[src/rtl/psum_deskew_collector.sv]
// Re-aligns the column-skewed bottom-edge partial sums of the PE array into row vectors
// and buffers them in a small drop-on-full FIFO with a valid/ready output.
module psum_deskew_collector #(
  parameter int ACCUM_WIDTH = 32,
  parameter int COLS        = 4,
  parameter int FIFO_DEPTH  = 4
) (
  input  logic                                 clk,
  input  logic                                 rst_n,
  input  logic                                 clear,
  input  logic                                 in_valid,
  input  logic [COLS*ACCUM_WIDTH-1:0]          in_psum,
  output logic                                 out_valid,
  input  logic                                 out_ready,
  output logic [COLS*ACCUM_WIDTH-1:0]          out_data,
  output logic [$clog2(FIFO_DEPTH+1)-1:0]      fifo_count,
  output logic                                 overflow_err
);

  localparam int VW = COLS * ACCUM_WIDTH;
  localparam int PW = $clog2(FIFO_DEPTH);
  localparam int CW = $clog2(FIFO_DEPTH + 1);

  logic [COLS-2:0]          valid_sr_reg;
  logic                     aligned_valid;
  logic [ACCUM_WIDTH-1:0]   aligned_col [COLS];
  logic [VW-1:0]            aligned_vec;

  logic [VW-1:0]            mem [FIFO_DEPTH];
  logic [PW-1:0]            wr_ptr_reg;
  logic [PW-1:0]            rd_ptr_reg;
  logic [CW-1:0]            count_reg;
  logic [CW-1:0]            count_next;
  logic                     err_reg;

  logic                     full;
  logic                     do_pop;
  logic                     do_write;
  logic                     drop;

  // Row-valid travels alongside column 0 so it lines up with the last column.
  always_ff @(posedge clk or negedge rst_n) begin
    if (!rst_n) begin
      valid_sr_reg <= '0;
    end else if (clear) begin
      valid_sr_reg <= '0;
    end else begin
      valid_sr_reg[0] <= in_valid;
      for (int k = 1; k < COLS - 1; k++) begin
        valid_sr_reg[k] <= valid_sr_reg[k-1];
      end
    end
  end

  assign aligned_valid = valid_sr_reg[COLS-2];

  // Column gi is delayed COLS-1-gi cycles; the last column needs no delay.
  genvar gi;
  generate
    for (gi = 0; gi < COLS - 1; gi++) begin : g_delay
      localparam int STAGES = COLS - 1 - gi;
      logic [ACCUM_WIDTH-1:0] stage_reg [STAGES];

      always_ff @(posedge clk or negedge rst_n) begin
        if (!rst_n) begin
          for (int k = 0; k < STAGES; k++) begin
            stage_reg[k] <= '0;
          end
        end else begin
          stage_reg[0] <= in_psum[gi*ACCUM_WIDTH +: ACCUM_WIDTH];
          for (int k = 1; k < STAGES; k++) begin
            stage_reg[k] <= stage_reg[k-1];
          end
        end
      end

      assign aligned_col[gi] = stage_reg[STAGES-1];
    end
  endgenerate

  assign aligned_col[COLS-1] = in_psum[(COLS-1)*ACCUM_WIDTH +: ACCUM_WIDTH];

  always_comb begin
    aligned_vec = '0;
    for (int j = 0; j < COLS; j++) begin
      aligned_vec[j*ACCUM_WIDTH +: ACCUM_WIDTH] = aligned_col[j];
    end
  end

  // FIFO control; clear overrides any push or pop in the same cycle.
  assign full     = (count_reg == CW'(FIFO_DEPTH));
  assign do_pop   = out_valid && out_ready && !clear;
  assign do_write = aligned_valid && !clear && (!full || do_pop);
  assign drop     = aligned_valid && !clear && full && !do_pop;

  always_comb begin
    count_next = count_reg;
    if (do_write && !do_pop) begin
      count_next = count_reg + CW'(1);
    end else if (do_pop && !do_write) begin
      count_next = count_reg - CW'(1);
    end
  end

  always_ff @(posedge clk or negedge rst_n) begin
    if (!rst_n) begin
      wr_ptr_reg <= '0;
      rd_ptr_reg <= '0;
      count_reg  <= '0;
      err_reg    <= 1'b0;
    end else if (clear) begin
      wr_ptr_reg <= '0;
      rd_ptr_reg <= '0;
      count_reg  <= '0;
      err_reg    <= 1'b0;
    end else begin
      if (do_write) begin
        wr_ptr_reg <= wr_ptr_reg + PW'(1);
      end
      if (do_pop) begin
        rd_ptr_reg <= rd_ptr_reg + PW'(1);
      end
      count_reg <= count_next;
      if (drop) begin
        err_reg <= 1'b1;
      end
    end
  end

  // When full with a simultaneous pop, wr_ptr equals rd_ptr: the head being
  // consumed this cycle is the slot that gets overwritten.
  always_ff @(posedge clk) begin
    if (do_write) begin
      mem[wr_ptr_reg] <= aligned_vec;
    end
  end

  assign out_valid    = (count_reg != '0);
  assign out_data     = out_valid ? mem[rd_ptr_reg] : '0;
  assign fifo_count   = count_reg;
  assign overflow_err = err_reg;

endmodule

[config.mk]
export PLATFORM = sky130hd
export DESIGN_NAME = psum_deskew_collector
export DESIGN_NICKNAME = d
export VERILOG_FILES = /design/src/rtl/psum_deskew_collector.sv
export SDC_FILE = /design/constraint.sdc
export NUM_CORES = 1
export LEC_CHECK = 0
export ABC_AREA = 1
export BUFFER_PORTS_ARGS = -buffer_cell sky130_fd_sc_hd__buf_2
export CAP_MARGIN = 20
export CELL_PAD_IN_SITES_DETAIL_PLACEMENT = 1
export CELL_PAD_IN_SITES_GLOBAL_PLACEMENT = 1
export CORE_MARGIN = 2
export CORE_UTILIZATION = 52
export CTS_CLUSTER_SIZE = 16
export DETAILED_ROUTE_END_ITERATION = 7
export HOLD_SLACK_MARGIN = 0.03
export PLACE_DENSITY = 0.95
export SLEW_MARGIN = 20
export SYNTH_ARGS = -nofsm -noshare
export SYNTH_HDL_FRONTEND = slang
export SYNTH_SLANG_ARGS = --single-unit
export TNS_END_PERCENT = 5
[constraint.sdc]
create_clock -name clk -period 10.95 [get_ports clk]
set_clock_uncertainty 0.15 [all_clocks]
set_input_delay 0.5475 -clock clk [delete_from_list [all_inputs] [get_ports clk]]
set_output_delay 0.5475 -clock clk [all_outputs]
set_load 0.1 [all_outputs]
==> results.ini, run 1 <==
[placement]
placed_cells = 2578
numPortBuffers = 265
place_area_um2 = 26900
dp_hpwl_mm = 38.2
place_congestion = 0.744

[critical_path]
critPathRequiredTime_ns = 10.25
r2r_cells = 5
path_max_fanout = 103
crit_path_start_kind = flop
path_class = flop to output port
worstReg2RegStart = fifo_count[1]
reg2reg_to = mem[3][67]
worst_setup_path_end_kind = output port
ff2ff_setup_slack_ns = 7.72
arrival_ns = 4.52

[sta]
max_freq_mhz = 192
hold_violations = 0
rsz0062_at_grt = false
relSlewSlack_pct = 25.6
setup_viol = 0
worst_pin_slew_ns = 1.12
drv_slew = 0
period_needed_ns = 5.22
fin_setup_tns_ns = 0
finalCritPeriodShare_pct = 47.7

[finish]
nets = 2298
stdcell_area_um2 = 30500
layout.cells.non_filler = 2834
syn_to_final_growth_pct = 21.1
layout_common_cells = 520 x nor2_1, 512 x edfxtp_1, 264 x buf_2, 256 x o21ai_0, 201 x dfrtp_1
largest_register_ffs = 512
final_common_cell = nor2_1
drive_above_1_share_pct = 17.9

[routing]
drt-wirelength-per-cell_um = 26.6
routed_via_density = 5.79
dr.first_iter.drc_count = 1580
vias = 16400
ant_nets = 0
drc = 0
routed_wirelength_mm = 75.4
first_pass_iters = 7

[cts]
postCtsResizedCells = 0
clkSinkCount = 715
cts_tree = built
root_buffer = clkbuf_16
htreeDepth = 3
cts_made_buffers = 71
clkTransAtPathRegs_ns = 0.06
cts_hold_buf = 124
cts_setup_buffers = 0
ctsLongestPathBuffers = 3
insertion_delay_ns = 0.60

[logic_synthesis]
synth_adder_area_share_pct = 0.278
syn_nets = 1918
synthXorXnorAreaFrac_pct = 0.0348
postSynthCellCount = 1780
synth_compound_area_share_pct = 7.73
avgSynthCellArea_um2 = 14.2
synthMuxAreaShare_pct = 0
ys_warn_count = 0
ys_ff_latch = 715
yosysSeqAreaShare_pct = 81.2
syn_area_um2 = 25200
yosysUniqueCellTypes = 23
synth_simple_gate_area_share_pct = 8.30
synth_top_family_by_area = simple AND/OR/NAND/NOR gates

[floorplanning]
die_h_um = 224
die_w_um = 224
io_pins = 266
rows = 80
initial_core_util_pct = 52.8
die_area_um2 = 50200
core_um2 = 47700

[global_route]
track_usage_pct = 30.5
overflow = 0
antenna_found_initial = 1
grt_max_degree = 140
grt_pass1_wl_mm = 113
grt_pass1_vias = 18200

[run]
cap_violations = 0

[run_status]
outcome = finished clean

[min_path]
min_to = valid_sr_reg[0]
hold_start = in_valid
holdPathStages = 3
hold_path.class = input port to flop

==> routing by layer <==
metal / GRT usage (%) / wire length, µm
met3: 5.01 / 4730
met1: 37.2 / 28100
met2: 54.7 / 40000
met5: 0 / 0
met4: 11.5 / 2530
==> cell type report <==
type | count | area [µm²]
Fill cell | 4434 | 17200
Antenna cell | 1 | 2.50
Tap cell | 615 | 769
Clock inverter | 26 | 255
Sequential cell | 715 | 20500
Multi-Input combinational cell | 946 | 4150
Inverter | 20 | 85.1
Timing Repair Buffer | 406 | 2730
Clock buffer | 105 | 2060
==> worst max-delay path, stage by stage (launching register included) <==
cell     delay, ns
dfrtp_4       1.08
buf_6         0.70
buf_4         0.77
nor2_1        0.15
nor2_1        0.14
o21ai_0       0.12
a21oi_1       0.32
buf_2         0.49
==> logic make-up (layout without fill, tap and decap cells) <==
group / count (synthesis) / in the layout
AND/OR/NAND/NOR: 551 / 551
AO/OA/AOI/OAI: 389 / 389
XOR/XNOR: 1 / 1
buffers and inverters: 119 / 557
flip-flops: 715 / 715
other: 0 / 1
adder cells (fa/ha/maj): 5 / 5
==> worst max-delay path by stage <==
stage,cells after the start,slack (ns),endpoint,from
after global routing,7,5.46,out_data[80],rd_ptr_reg[0]
final,7,5.73,out_data[80],rd_ptr_reg[0]
after CTS,7,5.42,out_data[94],rd_ptr_reg[0]
after global placement,7,6.34,out_data[80],rd_ptr_reg[0]
after floorplan,4,3.38,mem[0][0],fifo_count[1]
after detailed placement,7,6.09,out_data[80],rd_ptr_reg[0]
==> cells in the mapped netlist <==
cell type,instances,area share [%]
nand3_2,1,0.040
nand4_1,1,0.025
a21oi_1,131,2.6
ha_1,4,0.20
clkbuf_1,26,0.39
buf_2,29,0.58
o21ai_1,2,0.040
nand3_1,6,0.12
xnor2_1,1,0.035
nor2_1,524,7.8
inv_1,17,0.25
buf_1,5,0.074
nor2_4,1,0.045
edfxtp_1,512,61
o21ai_0,256,5.1
inv_2,2,0.030
inv_4,1,0.025
fa_1,1,0.079
buf_4,25,0.74
buf_6,5,0.22
dfrtp_1,203,20
nand2_1,18,0.27
clkbuf_2,9,0.18
==> through the flow <==
step | hold WS, ns | util (%) | worst slack, ns
global placement | 0.182 | 56.4 | 6.34
CTS | 0.0301 | 63.9 | 5.42
floorplan | 0.102 | - | 3.38
finish | 0.0548 | 63.9 | 5.73
detailed placement | 0.186 | 56.4 | 6.09
global route | 0.0458 | 63.9 | 5.46
Power of run 1 is left out: the tool's default activity adds up to more than one toggle a clock period on the data nets, which glitch-free logic cannot reach.
==> run 2, diff against run 1 <==
--- a/config.mk
+++ b/config.mk
@@ -5,17 +5,17 @@
 export SDC_FILE = /design/constraint.sdc
 export NUM_CORES = 1
 export LEC_CHECK = 0
-export ABC_AREA = 1
+export ABC_AREA = 0
 export BUFFER_PORTS_ARGS = -buffer_cell sky130_fd_sc_hd__buf_2
 export CAP_MARGIN = 20
 export CELL_PAD_IN_SITES_DETAIL_PLACEMENT = 1
 export CELL_PAD_IN_SITES_GLOBAL_PLACEMENT = 1
 export CORE_MARGIN = 2
-export CORE_UTILIZATION = 52
+export CORE_UTILIZATION = 46
 export CTS_CLUSTER_SIZE = 16
 export DETAILED_ROUTE_END_ITERATION = 7
 export HOLD_SLACK_MARGIN = 0.03
-export PLACE_DENSITY = 0.95
+export PLACE_DENSITY = 0.86
 export SLEW_MARGIN = 20
 export SYNTH_ARGS = -nofsm -noshare
 export SYNTH_HDL_FRONTEND = slang
==> constraint.sdc (replaced) <==
create_clock -name clk -period 4.8 [get_ports clk]
set_clock_uncertainty 0.15 [all_clocks]
set_input_delay 0.24 -clock clk [delete_from_list [all_inputs] [get_ports clk]]
set_output_delay 0.24 -clock clk [all_outputs]
set_load 0.1 [all_outputs]
==> run 2 against run 1 <==
Effect of this change: utilization shrank 6.4 points; final cell count shrank 19%; largest cell class unchanged; routed wire length shrank 26%; die area grew 11%; critical path type unchanged; setup slack lost 4.4 ns; synthesized area shrank 1.3%; flip-flop and latch count is the same.
==> results.ini, run 2 <==
[logic_synthesis]
syn_nets = 1218  ; was 1918
ys_warn_count = 0  ; unchanged
yosysMostFrequentCell = edfxtp_1  ; was nor2_1
avgSynthCellArea_um2 = 23.0  ; was 14.2 µm²
synth_top_area_share_pct = 61.8  ; was 61.0%
async_flop_share_pct = 28.4  ; unchanged
yosys-top-cells-count = 512 x edfxtp_1, 203 x dfrtp_1, 133 x and2_1  ; was 524 x nor2_1, 512 x edfxtp_1, 256 x o21ai_0
yosysSeqAreaShare_pct = 82.3  ; was 81.2%
postSynthCellCount = 1080  ; was 1780
synth_area_leaders = edfxtp_1 62%, dfrtp_1 20%, mux4_2 12%  ; was edfxtp_1 61%, dfrtp_1 20%, nor2_1 7.8%
ys_ff_latch = 715  ; unchanged
yosysTopAreaCell = edfxtp_1  ; unchanged
synth-edff-count = 512  ; unchanged
syn_area_um2 = 24900  ; was 25200 µm²
ys.flop_type = edfxtp_1  ; unchanged
yosysUniqueCellTypes = 35  ; was 23

[power_and_ir_drop]
p_leak_nw = 11.3
switching_power_mw = 3.39
swShare_pct = 24.7
p_int_mw = 10.4
total_power_mw = 13.7
vdd_drop_max_mv = 0.413
powerDensity_nw_per_um2 = 446
clkPwrFrac_pct = 41.0
seqPwrFrac_pct = 49.6
combPwrFrac_pct = 9.4

[critical_path]
crit_path_start_kind = flop  ; unchanged
slowest_delay_ns = 0.91  ; was 1.08 ns
worst_setup_path_end_kind = output port  ; unchanged
arrival_ns = 3.10  ; was 4.52 ns
cp_cell_sequence = buf_4 -> mux4_2 -> and2_1 -> buf_2  ; was buf_6 -> buf_4 -> nor2_1 -> nor2_1 -> o21ai_0 -> a21oi_1 -> buf_2
cp_num_buf_inv = 2  ; was 3
slowest_stage = dfrtp_4  ; unchanged
cp_top_family = flip-flops  ; was buffers and inverters
path_class = flop to output port  ; unchanged
critPathRequiredTime_ns = 4.41  ; was 10.25 ns
path_max_fanout = 34  ; was 103

[floorplanning]
initial_core_util_pct = 46.4  ; was 52.8%
die_area_um2 = 55900  ; was 50200 µm²
die_h_um = 236  ; was 224 µm
die_w_um = 236  ; was 224 µm
io_pins = 266  ; unchanged
core_um2 = 53600  ; was 47700 µm²
rows = 85  ; was 80

[global_route]
grt_max_degree = 119  ; was 140
antenna_found_initial = 2  ; was 1
grt_pass1_vias = 13700  ; was 18200
grt_pass1_wl_mm = 85.5  ; was 113 mm
overflow = 0  ; unchanged
track_usage_pct = 20.6  ; was 30.5%

[cts]
root_buffer = clkbuf_16  ; unchanged
clkSinkCount = 715  ; unchanged
htreeDepth = 3  ; unchanged
cts_hold_buf = 134  ; was 124
cts_tree = built  ; unchanged
clkTransAtPathRegs_ns = 0.06  ; about the same
insertion_delay_ns = 0.61  ; was 0.60 ns
cts_made_buffers = 73  ; was 71
ctsLongestPathBuffers = 3  ; unchanged
cts_setup_buffers = 0  ; unchanged
postCtsResizedCells = 0  ; unchanged

[run]
cap_violations = 0  ; unchanged

[routing]
routed_via_density = 5.23  ; was 5.79
drt-wirelength-per-cell_um = 24.5  ; was 26.6 µm
vias = 12000  ; was 16400
drc = 0  ; unchanged
dr.first_iter.drc_count = 769  ; was 1580
ant_nets = 0  ; unchanged
first_pass_iters = 4  ; was 7
routed_wirelength_mm = 56.0  ; was 75.4 mm

[placement]
numPortBuffers = 265  ; unchanged
place_congestion = 0.718  ; was 0.744
dp_hpwl_mm = 31.0  ; was 38.2 mm
placed_cells = 2012  ; was 2578
place_area_um2 = 27000  ; was 26900 µm²
dpl_worst_slack_ns = 1.77  ; was 6.09 ns

[sta]
drv_slew = 0  ; unchanged
fin_ws_ns = 1.31  ; was 5.73 ns
hold_violations = 0  ; unchanged
setup_viol = 0  ; unchanged
fin_setup_tns_ns = 0  ; unchanged
max_freq_mhz = 286
finalCritPeriodShare_pct = 72.7
period_needed_ns = 3.49
relSlewSlack_pct = 35.7  ; was 25.6%
whs_ns = 0.118  ; was 0.0548 ns
rsz0062_at_grt = false  ; unchanged
worst_pin_slew_ns = 0.964  ; was 1.12 ns

[finish]
final_util_pct = 57.5  ; was 63.9%
final_common_cell = edfxtp_1  ; was nor2_1
nets = 1665  ; was 2298
syn_to_final_growth_pct = 23.9  ; was 21.1%
stdcell_area_um2 = 30800  ; was 30500 µm²
layout.cells.non_filler = 2285  ; was 2834
largest_register_ffs = 512  ; unchanged
drive_above_1_share_pct = 33.8  ; was 17.9%
layout_common_cells = 512 x edfxtp_1, 264 x buf_2, 201 x dfrtp_1, 135 x dlygate4sd3_1, 129 x and2_1  ; was 520 x nor2_1, 512 x edfxtp_1, 264 x buf_2, 256 x o21ai_0, 201 x dfrtp_1

[min_path]
hold_path.class = input port to flop  ; unchanged

[run_status]
outcome = finished clean  ; unchanged

==> run 2: area by class of cell <==
| class | count | area, µm² |
|---|---|---|
| sequential | 715 | 20500 |
| clock buffer | 102 | 2050 |
| multi-input combinational | 312 | 4110 |
| antenna | 1 | 2.50 |
| clock inverter | 34 | 348 |
| timing repair buffer | 421 | 2950 |
| inverter | 4 | 15.0 |
| fill | 4631 | 22800 |
| tap | 696 | 871 |
==> run 2: layer usage <==
| metal | vias to the layer above | GRT usage, % | share of wire, % |
|---|---|---|---|
| met4 | 2 | 7.29 | 2.6 |
| met5 | - | 0 | 0.021 |
| met3 | 101 | 3.81 | 4.5 |
| met1 | 6368 | 25.5 | 39 |
| met2 | 357 | 36.5 | 54 |
| li1 | 5126 | - | - |
==> run 2: cell families after synthesis <==
group	after synthesis	synth area share, %
DFF	715	82.3
and+or+nand+nor	158	3.95
muxes	131	11.7
buffers and inverters	53	1.25
AOI/OAI and AO/OA	15	0.423
adders and majority gates	5	0.282
xor gates and xnor gates	3	0.106
==> run 2: path summary, 6_finish.rpt <==
check / startpoint / cells after the start / slack [ns] / endpoint
max: rd_ptr_reg[0] / 4 / 1.31 / out_data[127]
min: in_psum[14] / 2 / 0.12 / g_delay[0].stage_reg[78]
max reg2reg: fifo_count[1] / 4 / 1.76 / mem[0][96]
min reg2reg: g_delay[0].stage_reg[81] / 0 / 0.19 / g_delay[0].stage_reg[49]
max in group asynchronous: rst_n / 4 / 3.16 / g_delay[0].stage_reg[53]
min in group asynchronous: rst_n / 3 / 0.53 / g_delay[2].stage_reg[2]
==> run 2: power groups by stage <==
stage	clock (mW)	sequential [mW]	combinational [mW]
floorplan	0	6.90	0.933
detailed placement	0	6.94	1.20
global route	5.99	6.83	1.34
CTS	5.74	6.82	1.29
global placement	0	6.92	1.18
finish	5.64	6.82	1.29
(Power assumes the default switching activity.)
